--- config.mk ---
export PLATFORM = sky130hd
export DESIGN_NAME = core_run_ctrl
export DESIGN_NICKNAME = d
export VERILOG_FILES = /design/src/rtl/core_run_ctrl_pkg.sv /design/src/rtl/core_run_fsm.sv /design/src/rtl/core_run_ctrl.sv
export SDC_FILE = /design/constraint.sdc
export NUM_CORES = 1
export LEC_CHECK = 0
export BUFFER_PORTS_ARGS = -buffer_cell sky130_fd_sc_hd__buf_2
export CAP_MARGIN = 25
export CORE_ASPECT_RATIO = 0.7
export CORE_MARGIN = 5
export CORE_UTILIZATION = 40
export DETAILED_ROUTE_END_ITERATION = 8
export GPL_TIMING_DRIVEN = 0
export HOLD_SLACK_MARGIN = 0.03
export PLACE_DENSITY = 0.69
export SLEW_MARGIN = 20
export SYNTH_ARGS = -nofsm -noshare
export SYNTH_HDL_FRONTEND = slang
export SYNTH_SLANG_ARGS = --single-unit
--- constraint.sdc ---
create_clock -name clk -period 4.6 [get_ports clk]
set_input_delay 0.46 -clock clk [delete_from_list [all_inputs] [get_ports clk]]
set_output_delay 0.46 -clock clk [all_outputs]
set_load 0.05 [all_outputs]
--- src/rtl/core_run_ctrl_pkg.sv ---
// Shared types and defaults for the core management slice: run-state
// encoding, default core count, drain timeout and boot PC.
package core_manage_types;

    typedef enum logic [1:0] {
        RUN    = 2'd0,
        DRAIN  = 2'd1,
        HALTED = 2'd2,
        RESUME = 2'd3
    } run_state_t;

    localparam int          NUM_CPUS          = 2;
    localparam int          DEF_DRAIN_TIMEOUT = 16;
    localparam logic [31:0] DEF_BOOT_PC       = 32'h0000_0000;

endpackage

--- src/rtl/core_run_fsm.sv ---
// Single-core run/halt sequencer: stalls fetch, waits for the pipeline to
// drain (or times out), parks, then redirects to the saved PC on resume.
module core_run_fsm
    import core_manage_types::*;
#(
    parameter int               XLEN          = 32,
    parameter int               DRAIN_TIMEOUT = DEF_DRAIN_TIMEOUT,
    parameter logic [XLEN-1:0]  BOOT_PC       = XLEN'(DEF_BOOT_PC)
) (
    input  logic            clk,
    input  logic            rst,
    input  logic            halt_req,
    input  logic            pipe_idle,
    input  logic [XLEN-1:0] commit_pc,
    input  logic            err_clr,
    output logic            fetch_stall,
    output logic            flush,
    output logic            redirect_valid,
    output logic [XLEN-1:0] redirect_pc,
    output logic            halted,
    output logic            drain_err
);

    localparam int             CW       = $clog2(DRAIN_TIMEOUT + 1);
    localparam logic [CW-1:0]  CNT_LAST = CW'(DRAIN_TIMEOUT - 1);
    localparam logic [CW-1:0]  CNT_MAX  = CW'(DRAIN_TIMEOUT);

    run_state_t      state, state_nxt;
    logic [CW-1:0]   cnt, cnt_nxt;
    logic [XLEN-1:0] saved_pc, saved_pc_nxt;
    logic            err_nxt, flush_nxt, timeout;

    // NOTE: every signal driven here gets a default first, so no path can
    // leave one unassigned and infer a latch.
    always_comb begin
        state_nxt    = state;
        cnt_nxt      = '0;
        saved_pc_nxt = saved_pc;
        flush_nxt    = 1'b0;
        timeout      = 1'b0;

        unique case (state)
            RUN: begin
                if (halt_req) state_nxt = DRAIN;
            end
            DRAIN: begin
                cnt_nxt = (cnt == CNT_MAX) ? cnt : cnt + 1'b1;
                if (pipe_idle) begin
                    saved_pc_nxt = commit_pc;
                    state_nxt    = HALTED;
                end else if (cnt == CNT_LAST) begin
                    saved_pc_nxt = commit_pc;
                    flush_nxt    = 1'b1;
                    timeout      = 1'b1;
                    state_nxt    = HALTED;
                end
            end
            HALTED: begin
                if (!halt_req) begin
                    flush_nxt = 1'b1;
                    state_nxt = RESUME;
                end
            end
            RESUME: begin
                state_nxt = RUN;
            end
            default: state_nxt = HALTED;
        endcase

        // A timeout in the same cycle as err_clr must still leave the flag set.
        if (timeout)      err_nxt = 1'b1;
        else if (err_clr) err_nxt = 1'b0;
        else              err_nxt = drain_err;
    end

    // NOTE: sequential state uses non-blocking assignments only, so every
    // register samples the pre-edge value of every other register.
    always_ff @(posedge clk) begin
        if (rst) begin
            state          <= HALTED;
            cnt            <= '0;
            saved_pc       <= BOOT_PC;
            drain_err      <= 1'b0;
            flush          <= 1'b0;
            fetch_stall    <= 1'b1;
            halted         <= 1'b1;
            redirect_valid <= 1'b0;
        end else begin
            state          <= state_nxt;
            cnt            <= cnt_nxt;
            saved_pc       <= saved_pc_nxt;
            drain_err      <= err_nxt;
            flush          <= flush_nxt;
            fetch_stall    <= (state_nxt != RUN);
            halted         <= (state_nxt == HALTED);
            redirect_valid <= (state_nxt == RESUME);
        end
    end

    assign redirect_pc = saved_pc;

endmodule

--- src/rtl/core_run_ctrl.sv ---
// Per-core run/halt sequencer array: one independent core_run_fsm per core,
// with the PC buses sliced XLEN bits per core.
module core_run_ctrl #(
    parameter int                NUM_CPUS      = core_manage_types::NUM_CPUS,
    parameter int                XLEN          = 32,
    parameter int                DRAIN_TIMEOUT = core_manage_types::DEF_DRAIN_TIMEOUT,
    parameter logic [XLEN-1:0]   BOOT_PC       = XLEN'(core_manage_types::DEF_BOOT_PC)
) (
    input  logic                     clk,
    input  logic                     rst,
    input  logic [NUM_CPUS-1:0]      halt_req,
    input  logic [NUM_CPUS-1:0]      pipe_idle,
    input  logic [NUM_CPUS*XLEN-1:0] commit_pc,
    input  logic [NUM_CPUS-1:0]      err_clr,
    output logic [NUM_CPUS-1:0]      fetch_stall,
    output logic [NUM_CPUS-1:0]      flush,
    output logic [NUM_CPUS-1:0]      redirect_valid,
    output logic [NUM_CPUS*XLEN-1:0] redirect_pc,
    output logic [NUM_CPUS-1:0]      halted,
    output logic [NUM_CPUS-1:0]      drain_err
);

    for (genvar i = 0; i < NUM_CPUS; i++) begin : g_core
        core_run_fsm #(
            .XLEN          (XLEN),
            .DRAIN_TIMEOUT (DRAIN_TIMEOUT),
            .BOOT_PC       (BOOT_PC)
        ) u_fsm (
            .clk            (clk),
            .rst            (rst),
            .halt_req       (halt_req[i]),
            .pipe_idle      (pipe_idle[i]),
            .commit_pc      (commit_pc[i*XLEN +: XLEN]),
            .err_clr        (err_clr[i]),
            .fetch_stall    (fetch_stall[i]),
            .flush          (flush[i]),
            .redirect_valid (redirect_valid[i]),
            .redirect_pc    (redirect_pc[i*XLEN +: XLEN]),
            .halted         (halted[i]),
            .drain_err      (drain_err[i])
        );
    end

endmodule
==> flow_metrics.env, run 1 <==
export IMPL_routedWlPerCell_um=13.4
export IMPL_fillCellCount=828
export IMPL_final_layout_size_suffix_gt1_frac=0.335
export IMPL_ys_top_cells_by_count="136 x sky130_fd_sc_hd__nand2_1, 88 x sky130_fd_sc_hd__dfxtp_1, 70 x sky130_fd_sc_hd__a21oi_1"
export IMPL_criticalPathCategory="reg -> reg"
export IMPL_synth_cell_type_count=30
export IMPL_grt_use_total=0.177
export IMPL_critical_path_cell_sequence="ha_1, and3_1, ha_1, o21ai_2, buf_2, nand2_1, a21oi_1"
export IMPL_worst_pin_slew_ns=0.605
export IMPL_worst_setup_path_start_kind="flop"
export IMPL_drt_drc_violations_left=0
export IMPL_hold_path_depth=3
export IMPL_multi_input_area_um2=1500
export IMPL_detailed_place_hpwl_mm=7.13
export IMPL_timing_rr_end="g_core[0].u_fsm.redirect_pc[7]"
export IMPL_worst_clock_skew_ns=0.00304
export IMPL_cpMaxStageDelayCell="sky130_fd_sc_hd__dfxtp_1"
export IMPL_cts_inserted_buffers=9
export IMPL_slew_violations=0
export IMPL_total_via_count_after_detailed_routing=3234
export IMPL_worst_path_dominant_cell_family="adder cells"
export IMPL_hold_viol=0
export IMPL_ys_warn_count=0
export IMPL_synth_top_area_cell="sky130_fd_sc_hd__dfxtp_1"
export IMPL_antennaDiodeCount=0
export IMPL_outcome="completed"
export IMPL_ffs_latches_synth=88
export IMPL_layout_nets=659
export IMPL_die_area_um2=10700
export IMPL_grt_start_max_net_pins=16
export IMPL_clock_root_buffer_master="sky130_fd_sc_hd__clkbuf_16"
export IMPL_reg2reg_setup_slack_ns=2.81
export IMPL_worst_ir_drop_vdd_v=0.000293
export IMPL_htree_levels=3
export IMPL_cts_sinks=88
export IMPL_power_share_clock=0.330
export IMPL_worst_r2r_src="g_core[0].u_fsm.cnt[0]"
export IMPL_power_per_cell_area_nw_per_um2=477
export IMPL_critical_path_arrival_ns=2.05
export IMPL_final_setup_tns_ns=0
export IMPL_maxClockFrequency_ghz=0.558
export IMPL_cts_root_to_sink_buffers=2
export IMPL_core_region_area_um2=8480
export IMPL_ys_async_sr_fraction=0
export IMPL_postSynth_topFlopCell="sky130_fd_sc_hd__dfxtp_1"
export IMPL_total_switching_power_uw=739
export IMPL_top_fanout_value_on_the_critical_path=10
export IMPL_grt_setup_unrepaired="false"
export IMPL_switching_share=0.331
export IMPL_timing_hold_ws_ns=0.357
export IMPL_seq_power_share=0.388
export IMPL_ff_latch_area_um2=1760
export IMPL_die_width_um=122
export IMPL_grt_pass1_wl_mm=14.9
export IMPL_setup_viol=0
export IMPL_netlist_area_leader_share=0.503
export IMPL_critical_path_most_common_cell="sky130_fd_sc_hd__ha_1"
export IMPL_worst_slack_ns=2.81
export IMPL_grt_antenna_before_repair=0
export IMPL_syn_inst=416
export IMPL_yosysMostFrequentCell="sky130_fd_sc_hd__nand2_1"
export IMPL_area_delta_synth_final_pct=33.6
export IMPL_rows=28
export IMPL_drt_pre_antenna_iters=4
export IMPL_hold_path_class="in -> reg"
export IMPL_buffering_stage_count_on_the_worst_path_with_inverters_included=1
export IMPL_wirelength_mm=9.35
export IMPL_clkLatencyLatePin_ns=0.33
export IMPL_max_cap_viol_count=0
export IMPL_initial_utilization=0.413
export IMPL_reg2regPathDepth=7
export IMPL_via_count_of_the_first_global_routing_pass=3179
export IMPL_critPathMaxStageDelay_ns=0.34
export IMPL_internal_power_mw=1.49
export IMPL_final_min_period_over_clock_period=0.389
export IMPL_cp_required_ns=4.86
export IMPL_synth_edf_count=0
export IMPL_p_comb_frac=0.282
export IMPL_leading_post_synthesis_cells_by_cell_area="sky130_fd_sc_hd__dfxtp_1 50%, sky130_fd_sc_hd__nand2_1 15%, sky130_fd_sc_hd__a21oi_1 10%"
export IMPL_vias_per_cell=4.65
export IMPL_ctsResizeCount=0
export IMPL_path_clk_slew_ns=0.06
export IMPL_timing_critical_path_to_type="flop"
export IMPL_final_area_um2=4680
export IMPL_routabilityCongestion=0.777
export IMPL_drt_initial_drc_count=121
export IMPL_postPlaceCellArea_um2=4370
export IMPL_fin_crit_ns=1.79
export IMPL_post_synthesis_cell_area_um2=3500
export IMPL_min_to="g_core[0].u_fsm.redirect_pc[10]"
export IMPL_place_port_buffers=144
export IMPL_ys_seq_area_frac=0.503
export IMPL_timing_hold_worst_start="commit_pc[10]"
export IMPL_cts_tree="done"
export IMPL_antenna_violation_net_count_after_detailed_routing=0
export IMPL_grt_remaining_overflow=0
export IMPL_io_pins=146
export IMPL_postSynthAreaPerCell_um2=8.41
export IMPL_max_slew_margin=0.596
export IMPL_die_y_um=88.3
export IMPL_hold_buffers=0
export IMPL_dpl_worst_slack_ns=2.81
export IMPL_leakage_nw=2.10
export IMPL_synth_fp_nets=504
export IMPL_cts_repair_timing_setup_buffer_count=0
[flip-flops by register name, indices dropped and copies added, names as in the netlist]
name,flops
g_core.u_fsm.cnt,10
g_core.u_fsm.drain_err,2
g_core.u_fsm.fetch_stall,2
g_core.u_fsm.flush,2
g_core.u_fsm.halted,2
g_core.u_fsm.redirect_pc,64
g_core.u_fsm.redirect_valid,2
g_core.u_fsm.state,4
[placed cells by master, fill, tap and decap left out, types with 4 or more instances in the layout]
cell type / n
sky130_fd_sc_hd__nand3_1: 6
sky130_fd_sc_hd__inv_1: 13
sky130_fd_sc_hd__dfxtp_1: 88
sky130_fd_sc_hd__nor2_1: 10
sky130_fd_sc_hd__buf_2: 151
sky130_fd_sc_hd__clkbuf_1: 8
sky130_fd_sc_hd__nor3_1: 4
sky130_fd_sc_hd__buf_4: 16
sky130_fd_sc_hd__ha_1: 16
sky130_fd_sc_hd__a21oi_1: 70
sky130_fd_sc_hd__nand2b_1: 4
sky130_fd_sc_hd__and3_1: 4
sky130_fd_sc_hd__nand2_1: 136
sky130_fd_sc_hd__clkbuf_16: 9
[worst min-delay path: stages]
cell                      delay [ns]
sky130_fd_sc_hd__buf_2          0.09
sky130_fd_sc_hd__nand2_1        0.04
sky130_fd_sc_hd__a21oi_1        0.05
[through the flow]
stage,cells,total power [mW],utilization
2_1_floorplan,416,1.36,-
3_3_place_gp,680,1.50,0.515
3_5_place_dp,680,1.51,0.515
4_1_cts,696,2.26,0.552
5_1_grt,696,2.36,0.552
6_report,696,2.23,0.552
[power by group through the flow]
stage               Combinational, mW  Sequential (mW)  Clock, mW
floorplan                       0.413            0.951          0
global placement                0.616            0.881          0
detailed placement              0.630            0.883          0
CTS                             0.633            0.866      0.757
global route                    0.688            0.875      0.797
finish                          0.628            0.866      0.736
[per-layer routing]
layer,vias up,track usage,routed length (um)
met5,-,0,0
li1,1665,-,-
met4,0,0.0488,65
met1,1440,0.211,3960
met3,7,0.0882,1160
met2,122,0.288,4160
[cells by family (layout without fill, tap and decap cells)]
group | after synthesis | count (layout) | share of synthesized area
xor+xnor | 4 | 4 | 0.0100
flops | 88 | 88 | 0.503
compound gates | 86 | 86 | 0.140
simple gates | 178 | 178 | 0.222
fa+ha+maj | 16 | 16 | 0.0572
buf+inv | 44 | 204 | 0.0669
[area by class of cell]
cell class,count,share of cell area
Sequential cell,88,0.377
Multi-Input combinational cell,284,0.322
Timing Repair Buffer,144,0.154
Clock buffer,10,0.0511
Buffer,31,0.0396
Tap cell,120,0.0321
Clock inverter,6,0.0144
Inverter,13,0.0104
[worst max-delay path by stage]
stage | from | end | cells past startpoint
final | g_core[0].u_fsm.cnt[0] | g_core[0].u_fsm.redirect_pc[7] | 7
after global routing | g_core[0].u_fsm.cnt[0] | g_core[0].u_fsm.redirect_pc[16] | 7
after CTS | g_core[0].u_fsm.cnt[0] | g_core[0].u_fsm.redirect_pc[7] | 7
after detailed placement | g_core[0].u_fsm.cnt[0] | g_core[0].u_fsm.redirect_pc[7] | 7
after global placement | g_core[1].u_fsm.cnt[0] | g_core[1].u_fsm.redirect_pc[6] | 7
after floorplan | g_core[1].u_fsm.cnt[0] | g_core[1].u_fsm.redirect_pc[11] | 7
No activity file was read; power rests on OpenSTA's default activity.
==> run 2, diff against run 1 <==
--- a/config.mk
+++ b/config.mk
@@ -13,7 +13,7 @@
 export DETAILED_ROUTE_END_ITERATION = 8
 export GPL_TIMING_DRIVEN = 0
 export HOLD_SLACK_MARGIN = 0.03
-export PLACE_DENSITY = 0.69
+export PLACE_DENSITY = 0.71
 export SLEW_MARGIN = 20
 export SYNTH_ARGS = -nofsm -noshare
 export SYNTH_HDL_FRONTEND = slang
==> constraint.sdc (replaced) <==
create_clock -name clk -period 1.45 [get_ports clk]
set_input_delay 0.145 -clock clk [delete_from_list [all_inputs] [get_ports clk]]
set_output_delay 0.145 -clock clk [all_outputs]
set_load 0.05 [all_outputs]
==> run 2 against run 1 <==
- the flow now finishes with violations (negative setup slack)
- combinational power rose to 3.8 times the previous value
- clock skew up 0.0030 ns
- flip-flop and latch count is the same
- design area up 15%
- first-iteration DRC count shrank 13%
- fmax grew 14%
- global-route usage rose by 0.98 points
- clock-buffer cell count increased by 1
- via count increased by 5.4%
- power grew to 3.3 times the previous value
- utilization grew 8.5 points
- critical path type unchanged
- largest cell class is now multi-input combinational cells
==> flow_metrics.env, run 2 (synthesis gave the netlist of run 1 again) <==
export IMPL_io_pins=146
export IMPL_leakage_nw=2.27
export IMPL_critical_path_most_common_cell="sky130_fd_sc_hd__ha_4"
export IMPL_grt_setup_unrepaired="true"
export IMPL_power_per_cell_area_nw_per_um2=1380
export IMPL_routedWlPerCell_um=14.8
export IMPL_grt_use_total=0.187
export IMPL_grt_antenna_before_repair=0
export IMPL_power_share_clock=0.309
export IMPL_drt_drc_violations_left=0
export IMPL_max_cap_viol_count=0
export IMPL_critPathMaxStageDelay_ns=0.35
export IMPL_worst_clock_skew_ns=0.00607
export IMPL_dpl_worst_slack_ns=-0.137
export IMPL_fin_total_pwr_mw=7.46
export IMPL_detailed_place_hpwl_mm=7.14
export IMPL_timing_hold_ws_ns=0.0474
export IMPL_wirelength_mm=10.6
export IMPL_clkLatencyLatePin_ns=0.33
export IMPL_postPlaceCellArea_um2=4510
export IMPL_timing_rr_end="g_core[1].u_fsm.redirect_pc[16]"
export IMPL_initial_utilization=0.413
export IMPL_die_width_um=122
export IMPL_setup_viol=68
export IMPL_cts_tree="done"
export IMPL_final_common_cell="sky130_fd_sc_hd__buf_2"
export IMPL_via_count_of_the_first_global_routing_pass=3369
export IMPL_max_slew_margin=0.491
export IMPL_cpMaxStageDelayCell="sky130_fd_sc_hd__dfxtp_4"
export IMPL_die_y_um=88.3
export IMPL_internal_power_mw=4.93
export IMPL_multi_input_area_um2=1940
export IMPL_final_layout_size_suffix_gt1_frac=0.500
export IMPL_area_delta_synth_final_pct=54.2
export IMPL_antenna_violation_net_count_after_detailed_routing=0
export IMPL_largest_register_ffs=64
export IMPL_die_area_um2=10700
export IMPL_path_clk_slew_ns=0.06
export IMPL_hold_buffers=0
export IMPL_grt_remaining_overflow=0
export IMPL_rows=28
export IMPL_worst_pin_slew_ns=0.764
export IMPL_place_port_buffers=144
export IMPL_ff_latch_area_um2=1780
export IMPL_mostFrequentLayoutCells="145 x sky130_fd_sc_hd__buf_2, 115 x sky130_fd_sc_hd__nand2_1, 79 x sky130_fd_sc_hd__dfxtp_1, 38 x sky130_fd_sc_hd__a21oi_2, 32 x sky130_fd_sc_hd__a21oi_1"
export IMPL_reg2regPathDepth=8
export IMPL_drt_met1_wl_mm=4.56
export IMPL_seq_power_share=0.374
export IMPL_cts_inserted_buffers=9
export IMPL_switching_share=0.339
export IMPL_htree_levels=3
export IMPL_utilization=0.637
export IMPL_clock_root_buffer_master="sky130_fd_sc_hd__clkbuf_16"
export IMPL_antennaDiodeCount=0
export IMPL_violations="negative setup slack"
export IMPL_top_fanout_value_on_the_critical_path=6
export IMPL_timing_critical_path_to_type="flop"
export IMPL_worst_setup_path_start_kind="flop"
export IMPL_hold_viol=0
export IMPL_core_region_area_um2=8480
export IMPL_total_switching_power_mw=2.52
export IMPL_grt_pass1_wl_mm=16.0
export IMPL_fillCellCount=737
export IMPL_drt_pre_antenna_iters=4
export IMPL_fin_crit_ns=1.58
export IMPL_cts_sinks=88
export IMPL_vias_per_cell=4.76
export IMPL_worst_r2r_src="g_core[1].u_fsm.cnt[1]"
export IMPL_cp_required_ns=1.71
export IMPL_total_via_count_after_detailed_routing=3409
export IMPL_final_area_um2=5400
export IMPL_cts_root_to_sink_buffers=2
export IMPL_layout_nets=679
export IMPL_maxClockFrequency_ghz=0.635
export IMPL_critical_path_arrival_ns=1.83
export IMPL_outcome="complete, but fails checks"
export IMPL_slew_violations=0
export IMPL_hold_path_class="in -> reg"
export IMPL_wl_met3_um=955
export IMPL_grt_start_max_net_pins=15
export IMPL_drt_initial_drc_count=105
export IMPL_top_layer="met4"
export IMPL_reg2reg_setup_slack_ns=-0.13
export IMPL_routabilityCongestion=0.824
export IMPL_crit_path_end="g_core[1].u_fsm.redirect_pc[16]"
export IMPL_final_min_period_over_clock_period=1.09
export IMPL_p_comb_frac=0.317
export IMPL_criticalPathCategory="reg -> reg"
export IMPL_wl_met2_mm=4.84
export IMPL_worst_slack_ns=-0.126
export IMPL_worst_ir_drop_vdd_v=0.000644
export IMPL_critPathLaunch="g_core[1].u_fsm.cnt[1]"
export IMPL_critical_path_cell_sequence="ha_4, and3_4, ha_4, o21ai_4, buf_12, buf_8, nand2_4, a21oi_2"
-- run 2: cell count changes in the layout (fill, tap and decap cells not counted), moves of 6 or more --
cell,delta
sky130_fd_sc_hd__a21oi_1,-38
sky130_fd_sc_hd__a21oi_2,+38
sky130_fd_sc_hd__buf_2,-6
sky130_fd_sc_hd__buf_4,+9
sky130_fd_sc_hd__buf_6,+10
sky130_fd_sc_hd__dfxtp_1,-9
sky130_fd_sc_hd__ha_1,-10
sky130_fd_sc_hd__ha_2,+6
sky130_fd_sc_hd__nand2_1,-21
sky130_fd_sc_hd__nand2_2,+10
sky130_fd_sc_hd__nand2_4,+11
-- run 2: repair_timing --
item | in CTS | in global routing
pin swaps | 19 | 31
setup buffers | 9 | 5
gates cloned | 3 | 3
resized for setup | 32 | 84
endpoints found under the setup margin | 71 | 78
-- run 2: worst min path at each step --
| stage | start | to | cells after the start |
|---|---|---|---|
| 2_1_floorplan | commit_pc[0] | g_core[0].u_fsm.redirect_pc[0] | 2 |
| 3_3_place_gp | commit_pc[31] | g_core[0].u_fsm.redirect_pc[31] | 3 |
| 3_5_place_dp | commit_pc[31] | g_core[0].u_fsm.redirect_pc[31] | 3 |
| 4_1_cts | commit_pc[31] | g_core[0].u_fsm.redirect_pc[31] | 3 |
| 5_1_grt | commit_pc[58] | g_core[1].u_fsm.redirect_pc[26] | 3 |
| 6_report | commit_pc[4] | g_core[0].u_fsm.redirect_pc[4] | 3 |
-- run 2: power by group through the flow --
| stage | combinational, mW | sequential, mW | clock (mW) |
|---|---|---|---|
| after floorplan | 1.35 | 3.02 | 0 |
| after global placement | 1.98 | 2.80 | 0 |
| after detailed placement | 2.03 | 2.82 | 0 |
| after CTS | 2.14 | 2.77 | 2.34 |
| after global routing | 2.55 | 2.81 | 2.48 |
| final | 2.36 | 2.79 | 2.31 |
-- run 2: worst max-delay path: cells and delay by family, from the launching register on --
family	cells	cell delay, ns
adders and majority gates	2	0.33
DFF	1	0.35
buffers and inverters	2	0.29
and+or+nand+nor	2	0.24
AOI/OAI and AO/OA	2	0.28
-- run 2: per-layer routing --
| layer | track usage | up-vias |
|---|---|---|
| li1 | - | 1708 |
| met3 | 0.0831 | 21 |
| met2 | 0.296 | 118 |
| met4 | 0.0651 | 0 |
| met1 | 0.229 | 1562 |
| met5 | 0 | - |
-- run 2: through the flow --
step                      TNS [ns]  instances
after floorplan                  0        416
after global placement       -5.04        680
after global routing        -10.83        716
final                        -6.15        716
after detailed placement     -6.86        680
after CTS                    -4.99        708
-- run 2: layout make-up --
cell class | count | area share
clock buffer | 11 | 0.0450
sequential | 88 | 0.330
tap | 120 | 0.0278
timing repair buffer | 164 | 0.169
clock inverter | 5 | 0.0104
multi-input combinational | 284 | 0.360
buffer | 31 | 0.0475
inverter | 13 | 0.00904
